`config.mk`:
```
export PLATFORM = sky130hd
export DESIGN_NAME = ccff_prog_ctrl
export DESIGN_NICKNAME = d
export VERILOG_FILES = /design/src/rtl/ccff_prog_ctrl.sv
export SDC_FILE = /design/constraint.sdc
export NUM_CORES = 1
export LEC_CHECK = 0
export ABC_AREA = 1
export BUFFER_PORTS_ARGS = -buffer_cell sky130_fd_sc_hd__buf_2
export CORE_ASPECT_RATIO = 0.7
export CORE_MARGIN = 4
export CORE_UTILIZATION = 45
export CTS_CLUSTER_SIZE = 16
export DETAILED_ROUTE_END_ITERATION = 6
export GPL_ROUTABILITY_DRIVEN = 0
export PLACE_DENSITY_LB_ADDON = 0.25
export SETUP_SLACK_MARGIN = 0.3
export SKIP_CTS_REPAIR_TIMING = 1
export SKIP_LAST_GASP = 1
export SYNTH_ARGS = -nofsm -noshare
export SYNTH_HDL_FRONTEND = slang
export SYNTH_SLANG_ARGS = --single-unit
```
`constraint.sdc`:
```
create_clock -name prog_clk -period 1.3 [get_ports prog_clk]
set_input_delay 0.26 -clock prog_clk [delete_from_list [all_inputs] [get_ports prog_clk]]
set_output_delay 0.26 -clock prog_clk [all_outputs]
set_load 0.05 [all_outputs]
```
`src/rtl/ccff_prog_ctrl.sv`:
```
// ---------------------------------------------------------------------------
// ccff_prog_ctrl
//
// Programming controller for one tile's switch-block configuration chain
// (ccff_head -> ... -> ccff_tail). Bitstream words arrive on a valid/ready
// stream and are serialised MSB-first into the chain. A per-cycle shift
// enable drives the chain's clock-gate cell. The default length of 56 covers
// 4 x 8-bit size10 mux memories plus 4 x 6-bit size8 mux memories.
//
// Parameters
//   CHAIN_LEN  number of config flops in the chain (>= 1)
//   WORD_W     bitstream word width (>= 1)
//
// Ports
//   prog_clk        in   programming clock
//   pReset          in   asynchronous active-low reset
//   start           in   one-cycle pulse, honoured only in IDLE or DONE
//   cfg_data        in   bitstream word, MSB shifted first
//   cfg_valid       in   cfg_data valid
//   cfg_ready       out  word accepted this cycle when cfg_valid is high
//   ccff_head       out  serial bit into the chain (meaningful with shift_en)
//   chain_shift_en  out  chain flops capture on this prog_clk edge
//   ccff_tail       in   serial bit out of the chain
//   busy            out  programming in progress
//   done            out  chain fully loaded, held until the next start
//   error           out  verify mismatch, held with done
//
// Build option
//   CCFF_VERIFY_EN  when defined, a second pass re-shifts the same bitstream
//                   and compares ccff_tail against ccff_head on every shift;
//                   when undefined, a single pass runs and error is tied low.
// ---------------------------------------------------------------------------
module ccff_prog_ctrl #(
  parameter int CHAIN_LEN = 56,
  parameter int WORD_W    = 8
) (
  input  logic              prog_clk,
  input  logic              pReset,
  input  logic              start,
  input  logic [WORD_W-1:0] cfg_data,
  input  logic              cfg_valid,
  output logic              cfg_ready,
  output logic              ccff_head,
  output logic              chain_shift_en,
  input  logic              ccff_tail,
  output logic              busy,
  output logic              done,
  output logic              error
);

  localparam int CNT_W = $clog2(CHAIN_LEN + 1);
  localparam int WB_W  = $clog2(WORD_W + 1);

  // Terminal counts are compared against the value before the increment,
  // so the decision is made in the cycle that shifts the final bit.
  localparam logic [CNT_W-1:0] LAST_BIT  = CNT_W'(CHAIN_LEN - 1);
  localparam logic [WB_W-1:0]  LAST_WBIT = WB_W'(WORD_W - 1);

  typedef enum logic [1:0] {
    S_IDLE,
    S_FETCH,
    S_SHIFT,
    S_DONE
  } state_t;

  state_t            state_q, state_d;
  logic [WORD_W-1:0] sreg_q, sreg_d;
  logic [CNT_W-1:0]  bit_cnt_q, bit_cnt_d;
  logic [WB_W-1:0]   wbit_q, wbit_d;

`ifdef CCFF_VERIFY_EN
  logic pass_q, pass_d;
  logic err_q, err_d;
`else
  logic unused_tail;
  assign unused_tail = ccff_tail;
`endif

  always_ff @(posedge prog_clk or negedge pReset) begin
    if (!pReset) begin
      state_q   <= S_IDLE;
      sreg_q    <= '0;
      bit_cnt_q <= '0;
      wbit_q    <= '0;
`ifdef CCFF_VERIFY_EN
      pass_q    <= 1'b0;
      err_q     <= 1'b0;
`endif
    end else begin
      state_q   <= state_d;
      sreg_q    <= sreg_d;
      bit_cnt_q <= bit_cnt_d;
      wbit_q    <= wbit_d;
`ifdef CCFF_VERIFY_EN
      pass_q    <= pass_d;
      err_q     <= err_d;
`endif
    end
  end

  always_comb begin
    state_d        = state_q;
    sreg_d         = sreg_q;
    bit_cnt_d      = bit_cnt_q;
    wbit_d         = wbit_q;
    cfg_ready      = 1'b0;
    chain_shift_en = 1'b0;
    ccff_head      = 1'b0;
    busy           = 1'b0;
    done           = 1'b0;
    error          = 1'b0;
`ifdef CCFF_VERIFY_EN
    pass_d         = pass_q;
    err_d          = err_q;
`endif

    case (state_q)
      S_IDLE, S_DONE: begin
        done = (state_q == S_DONE);
`ifdef CCFF_VERIFY_EN
        error = err_q && (state_q == S_DONE);
`endif
        if (start) begin
          state_d   = S_FETCH;
          bit_cnt_d = '0;
`ifdef CCFF_VERIFY_EN
          pass_d    = 1'b0;
          err_d     = 1'b0;
`endif
        end
      end

      S_FETCH: begin
        cfg_ready = 1'b1;
        busy      = 1'b1;
        if (cfg_valid) begin
          sreg_d  = cfg_data;
          wbit_d  = '0;
          state_d = S_SHIFT;
        end
      end

      S_SHIFT: begin
        chain_shift_en = 1'b1;
        busy           = 1'b1;
        ccff_head      = sreg_q[WORD_W-1];
        sreg_d         = sreg_q << 1;
        bit_cnt_d      = bit_cnt_q + CNT_W'(1);
        wbit_d         = wbit_q + WB_W'(1);
`ifdef CCFF_VERIFY_EN
        // After a full first pass the tail presents exactly the bit that is
        // being re-sent on the head, so any difference is a chain fault.
        if (pass_q && (ccff_tail != sreg_q[WORD_W-1])) begin
          err_d = 1'b1;
        end
`endif
        // Chain-full wins over word-end so the unused LSBs of a short
        // final word are simply dropped.
        if (bit_cnt_q == LAST_BIT) begin
`ifdef CCFF_VERIFY_EN
          if (!pass_q) begin
            pass_d    = 1'b1;
            bit_cnt_d = '0;
            state_d   = S_FETCH;
          end else begin
            state_d = S_DONE;
          end
`else
          state_d = S_DONE;
`endif
        end else if (wbit_q == LAST_WBIT) begin
          state_d = S_FETCH;
        end
      end

      default: state_d = S_IDLE;
    endcase
  end

endmodule

```
Word-level counts from Yosys, hierarchy flattened
Cells that the tools add are included.
{"block": "word_totals", "register_bits": 20, "latchBits": 0, "ramBits": 0, "romBits": 0, "out_inout_bits": 6, "elab_cells": 38, "mem_count": 0}
{"block": "op_classes", "add_sub_neg": 2, "n_mul": 0, "div_mod_pow": 0, "order_cmp": 0, "n_eq_ne": 8, "shifts": 0, "n_mux": 16, "bitwise_logic": 0, "reduce_logical": 8}
{"op": "8-bit one-hot mux with 2 select lines", "n": 1}
{"op": "6-bit one-hot mux with 2 select lines", "n": 1}
{"op": "2-bit two-way mux", "n": 4}
{"op": "8-bit two-way mux", "n": 1}
{"op": "4-bit one-hot mux with 2 select lines", "n": 1}
{"op": "6-bit by 1-bit adder with 6-bit output (second input constant)", "n": 1}
{"op": "6-bit == test (second input constant)", "n": 1}
{"op": "6-bit two-way mux", "n": 1}
{"op": "2-bit one-hot mux with 3 select lines", "n": 1}
{"op": "1-bit two-way mux", "n": 5}
{"op": "4-bit by 1-bit adder with 4-bit output (second input constant)", "n": 1}
{"op": "2-bit == test (second input constant)", "n": 2}
{"op": "4-bit by 3-bit == test with 1-bit output (second input constant)", "n": 1}
{"op": "4-bit two-way mux", "n": 1}
{"op": "2-bit inequality test (second input constant)", "n": 2}
{"op": "2-bit AND reduction", "n": 2}
{"op": "2-bit nonzero test", "n": 2}
{"op": "2-bit OR reduction", "n": 2}
{"op": "3-bit inequality test (second input constant)", "n": 1}
{"op": "3-bit AND reduction", "n": 1}
{"op": "2-bit by 1-bit == test with 1-bit output (second input constant)", "n": 1}
{"op": "2-bit logical NOT", "n": 1}

Logic depth before layout (Yosys ltp)
{"block": "logic_depth", "depth_word": 4, "mapped_depth": 9, "depth_no_buf": 9}

Worst setup path after synthesis
OpenSTA, ideal clock, no wires.
{"block": "synth_timing", "kind": "register to output", "start": "register state_q[0]", "end": "output port ccff_head", "arrival_ps": 1702, "path_slack_ps": -662, "stages_incl_launch_ff": 7, "path_buffers": 2, "cell_sequence": "dfrtp_1 > inv_1 > ha_1 > buf_4 > buf_2 > nand2_1 > inv_1"}
{"block": "synth_between", "elab_chain_len": 2}
{"element": "start: declaration", "line_no": "66", "rtl": "state_t state_q, state_d;"}
{"element": "start signal: assignment", "line_no": "90", "rtl": "state_q <= state_d;"}
{"element": "2-bit == test", "line_no": "117", "rtl": "case (state_q)"}
{"element": "1-bit two-way mux", "line_no": "117"}
{"element": "end: declaration", "line_no": "43", "rtl": "output logic ccff_head,"}
No other way between the ends.

Worst setup path after layout
{"block": "layout_timing", "start": "register state_q[1]", "end": "output port busy"}
{"block": "layout_between", "elab_chain_len": 3}
{"element": "2-bit == test / 2-bit by 1-bit == test with 1-bit output (equally long branches)", "line_no": "117"}
{"element": "2-bit OR reduction (no source line) *"}
{"element": "1-bit two-way mux *", "line_no": "117"}
{"element": "end: declaration", "line_no": "46", "rtl": "output logic busy,"}
Mark *: on every way between the ends. The rest lies on a longest branch, timed or not.

==> metrics <==
run status=finished, violations left; violations in the final reports=negative setup slack; part of the cycle the worst path needs=1.22; Max-cap violations=0; most common cell after layout, fill and taps aside=sky130_fd_sc_hd__nand2_1; static power due to leakage=around 0.72 nW; worst skew pair latency=0.31 ns; number of global-route vias before repair=981; Switching Share=0.417; layout-stage area growth over the synthesis result=33.7%; Post-synth ARST share=1.00; Clock Root Buffer=sky130_fd_sc_hd__clkbuf_4; 1st-iter DRT viols=37; worst-case vdd ir drop=around 1000 µV; critical path arrival=1.33 ns; sequential-to-total area share from yosys stat=0.449; post-layout min period=around 1.6 ns; Synth Cell Area=between 0.001 and 0.0015 mm²; pin count of the biggest net entering global routing=21; number of nets at the end of the flow=192; Net Sw Power=1.17 mW; CTS clock-pin slew for the worst setup and hold paths=approximately 0.12 ns; sink count of the clock tree=20; relative contribution of the clock network to total power=0.132; CTS tree=done; via/cell ratio=around 4.9; starting utilization of the core area=0.497; logic gate share of total power=0.540; hold path cells=3; Routed WL per cell=~13 µm; total overflow reported by the global router=0; Horiz. Die Dim=about 67 µm; area of the die=0.00335 mm²; leading register cell type out of synthesis=sky130_fd_sc_hd__dfrtp_1; Post-Route WL=between 2000 and 3000 µm; total of endpoints with negative setup slack in the final report=25; number of antenna violations at the first check in global routing=0; Critical Path, Cell by Cell=ha_4 -> clkinvlp_4 -> buf_6; Die Ht=around 50 µm; antenna diode count=0; maximum fanout along the worst path=4; post-synth top area share=0.449; total track usage=0.164; std cell rows=14; library cells used by synthesis=20; Final WS setup=-0.289 ns; Pwr Total=~2.8 mW; leading post-synthesis cells by cell area=sky130_fd_sc_hd__dfrtp_1, sky130_fd_sc_hd__nand2_1, sky130_fd_sc_hd__nor2_1; input/output buffers=16; required time of the critical path=~1.0 ns; H-tree levels=1; synthesized area per cell=7.79 µm²; Setup WS pre-CTS=-0.183 ns; CP Buf/Inv Count=2; sequential share of power=0.328; max-slew violation count=0; yosys synthesis warning count=0; number of enable-type register cells in the synthesized netlist=0; final-report hold violation count=0; DR vias=roughly 1,000; CTS Buf Count=3; number of instances in the synthesized netlist=between 100 and 150; internal power consumption=1.63 mW; placed wire-length estimate=1930 µm; area of all placed cells without fillers=between 0.001 and 0.0015 mm²; area taken by flip-flops and latches=around 500 µm²; fillers=between 200 and 250; number of detailed-route iterations in the first pass=4; unrepaired setup endpoints after global routing=true; IO Count=19; number of nets still failing antenna checks after routing=0; placed inst area=roughly 0.0013 mm²; most frequent cells in the layout=sky130_fd_sc_hd__nand2_1, sky130_fd_sc_hd__dfrtp_1, sky130_fd_sc_hd__nor2_1, sky130_fd_sc_hd__buf_4, sky130_fd_sc_hd__buf_2; r2r worst-path depth=7; power density cells=roughly 1900 mW/mm²; wire length of the first global-routing pass=just over 4000 µm; FF+latch count, synth=20; cell at the slowest stage of the critical path=sky130_fd_sc_hd__dfrtp_1; CP peak stage delay=between 0.4 and 0.5 ns; category of the most critical setup path=register to output port; area of combinational cells with multiple inputs=between 500 and 600 µm²; DRC violation count after routing=0; highest achievable clock rate=roughly 630 MHz; startpoint types=register; logic depth of the worst path, buffers included=3; area inside the core boundary=around 0.0022 mm²; critical path capture point type=output port; class of the worst hold path=primary input to register; synthesized netlist net count=approximately 160; Top delay family on crit path=flip-flops; layout cells sized above 1=0.364; Clock Skew=between 0.015 and 0.02 ns; post-synthesis cell type with the largest combined area=sky130_fd_sc_hd__dfrtp_1; maximum clock insertion buffer count=2
==> worst paths after layout <==
path                                    from            to  slack, ns
worst max-delay path              state_q[1]          busy      -0.29
worst min-delay path             cfg_data[5]     sreg_q[5]       0.19
worst max register to register    state_q[1]    state_q[1]      -0.20
worst min register to register  bit_cnt_q[1]  bit_cnt_q[1]       0.52
max in group asynchronous             pReset  bit_cnt_q[4]       0.57
min in group asynchronous             pReset    state_q[1]       0.41
==> cell usage after synthesis, types with 2 or more instances <==
master	instances
sky130_fd_sc_hd__a31oi_1	6
sky130_fd_sc_hd__nand2_1	40
sky130_fd_sc_hd__nand3_1	9
sky130_fd_sc_hd__buf_2	3
sky130_fd_sc_hd__ha_1	5
sky130_fd_sc_hd__buf_4	3
sky130_fd_sc_hd__a21oi_1	8
sky130_fd_sc_hd__nand4_1	3
sky130_fd_sc_hd__dfrtp_1	20
sky130_fd_sc_hd__nand2_2	2
sky130_fd_sc_hd__inv_2	3
sky130_fd_sc_hd__inv_1	11
sky130_fd_sc_hd__nor2_1	18
sky130_fd_sc_hd__o21ai_0	6
==> worst reg2reg max path: stages (launching register included) <==
cell and delay, ns:
sky130_fd_sc_hd__dfrtp_1 0.45, sky130_fd_sc_hd__ha_4 0.22, sky130_fd_sc_hd__buf_4 0.14, sky130_fd_sc_hd__buf_4 0.16, sky130_fd_sc_hd__o21ai_0 0.20, sky130_fd_sc_hd__a21oi_1 0.07, sky130_fd_sc_hd__nand2_1 0.07, sky130_fd_sc_hd__nand2_1 0.07
==> power by group through the flow <==
stage	combinational [mW]	clock, mW	sequential, mW
floorplan	0.988	0	0.898
global placement	1.27	0	0.902
detailed placement	1.32	0	0.914
CTS	1.32	0.376	0.901
global route	1.64	0.423	0.936
finish	1.51	0.369	0.917
==> layout make-up <==
type	instances	share of cell area
clock buffers	4	0.0244
inverters	14	0.0420
multi-input cells	102	0.387
flip-flops and latches	20	0.336
well taps	32	0.0269
repair buffers	33	0.183
==> layer usage <==
| layer | GRT usage | vias to the layer above | part of all wire |
|---|---|---|---|
| met5 | 0 | - | 0 |
| met4 | 0.0303 | 0 | 0.0096 |
| met3 | 0.0545 | 4 | 0.033 |
| met2 | 0.297 | 13 | 0.55 |
| met1 | 0.186 | 475 | 0.41 |
| li1 | - | 517 | - |
==> state kept, by name, summed over array words and instances (netlist names) <==
register and flops:
sreg_q 8, wbit_q 4, state_q 2, bit_cnt_q 6
==> per-stage QoR <==
step	instances	TNS, ns	hold WS [ns]	util
CTS	200	-4.12	-0.112	0.613
finish	205	-3.72	0.194	0.664
global route	205	-5.23	0.196	0.664
detailed placement	196	-2.13	0.232	0.597
global placement	196	-1.18	0.228	0.597
floorplan	143	-4.76	-0.0356	-
==> logic make-up after synthesis <==
group | Yosys count | synth area share
AOI/OAI and AO/OA | 22 | 0.122
adders and majority gates | 5 | 0.0562
buffers and inverters | 21 | 0.0910
DFF | 20 | 0.449
other | 1 | 0.00337
and+or+nand+nor | 74 | 0.278
Note: power is estimated with default switching activity, not from simulation.
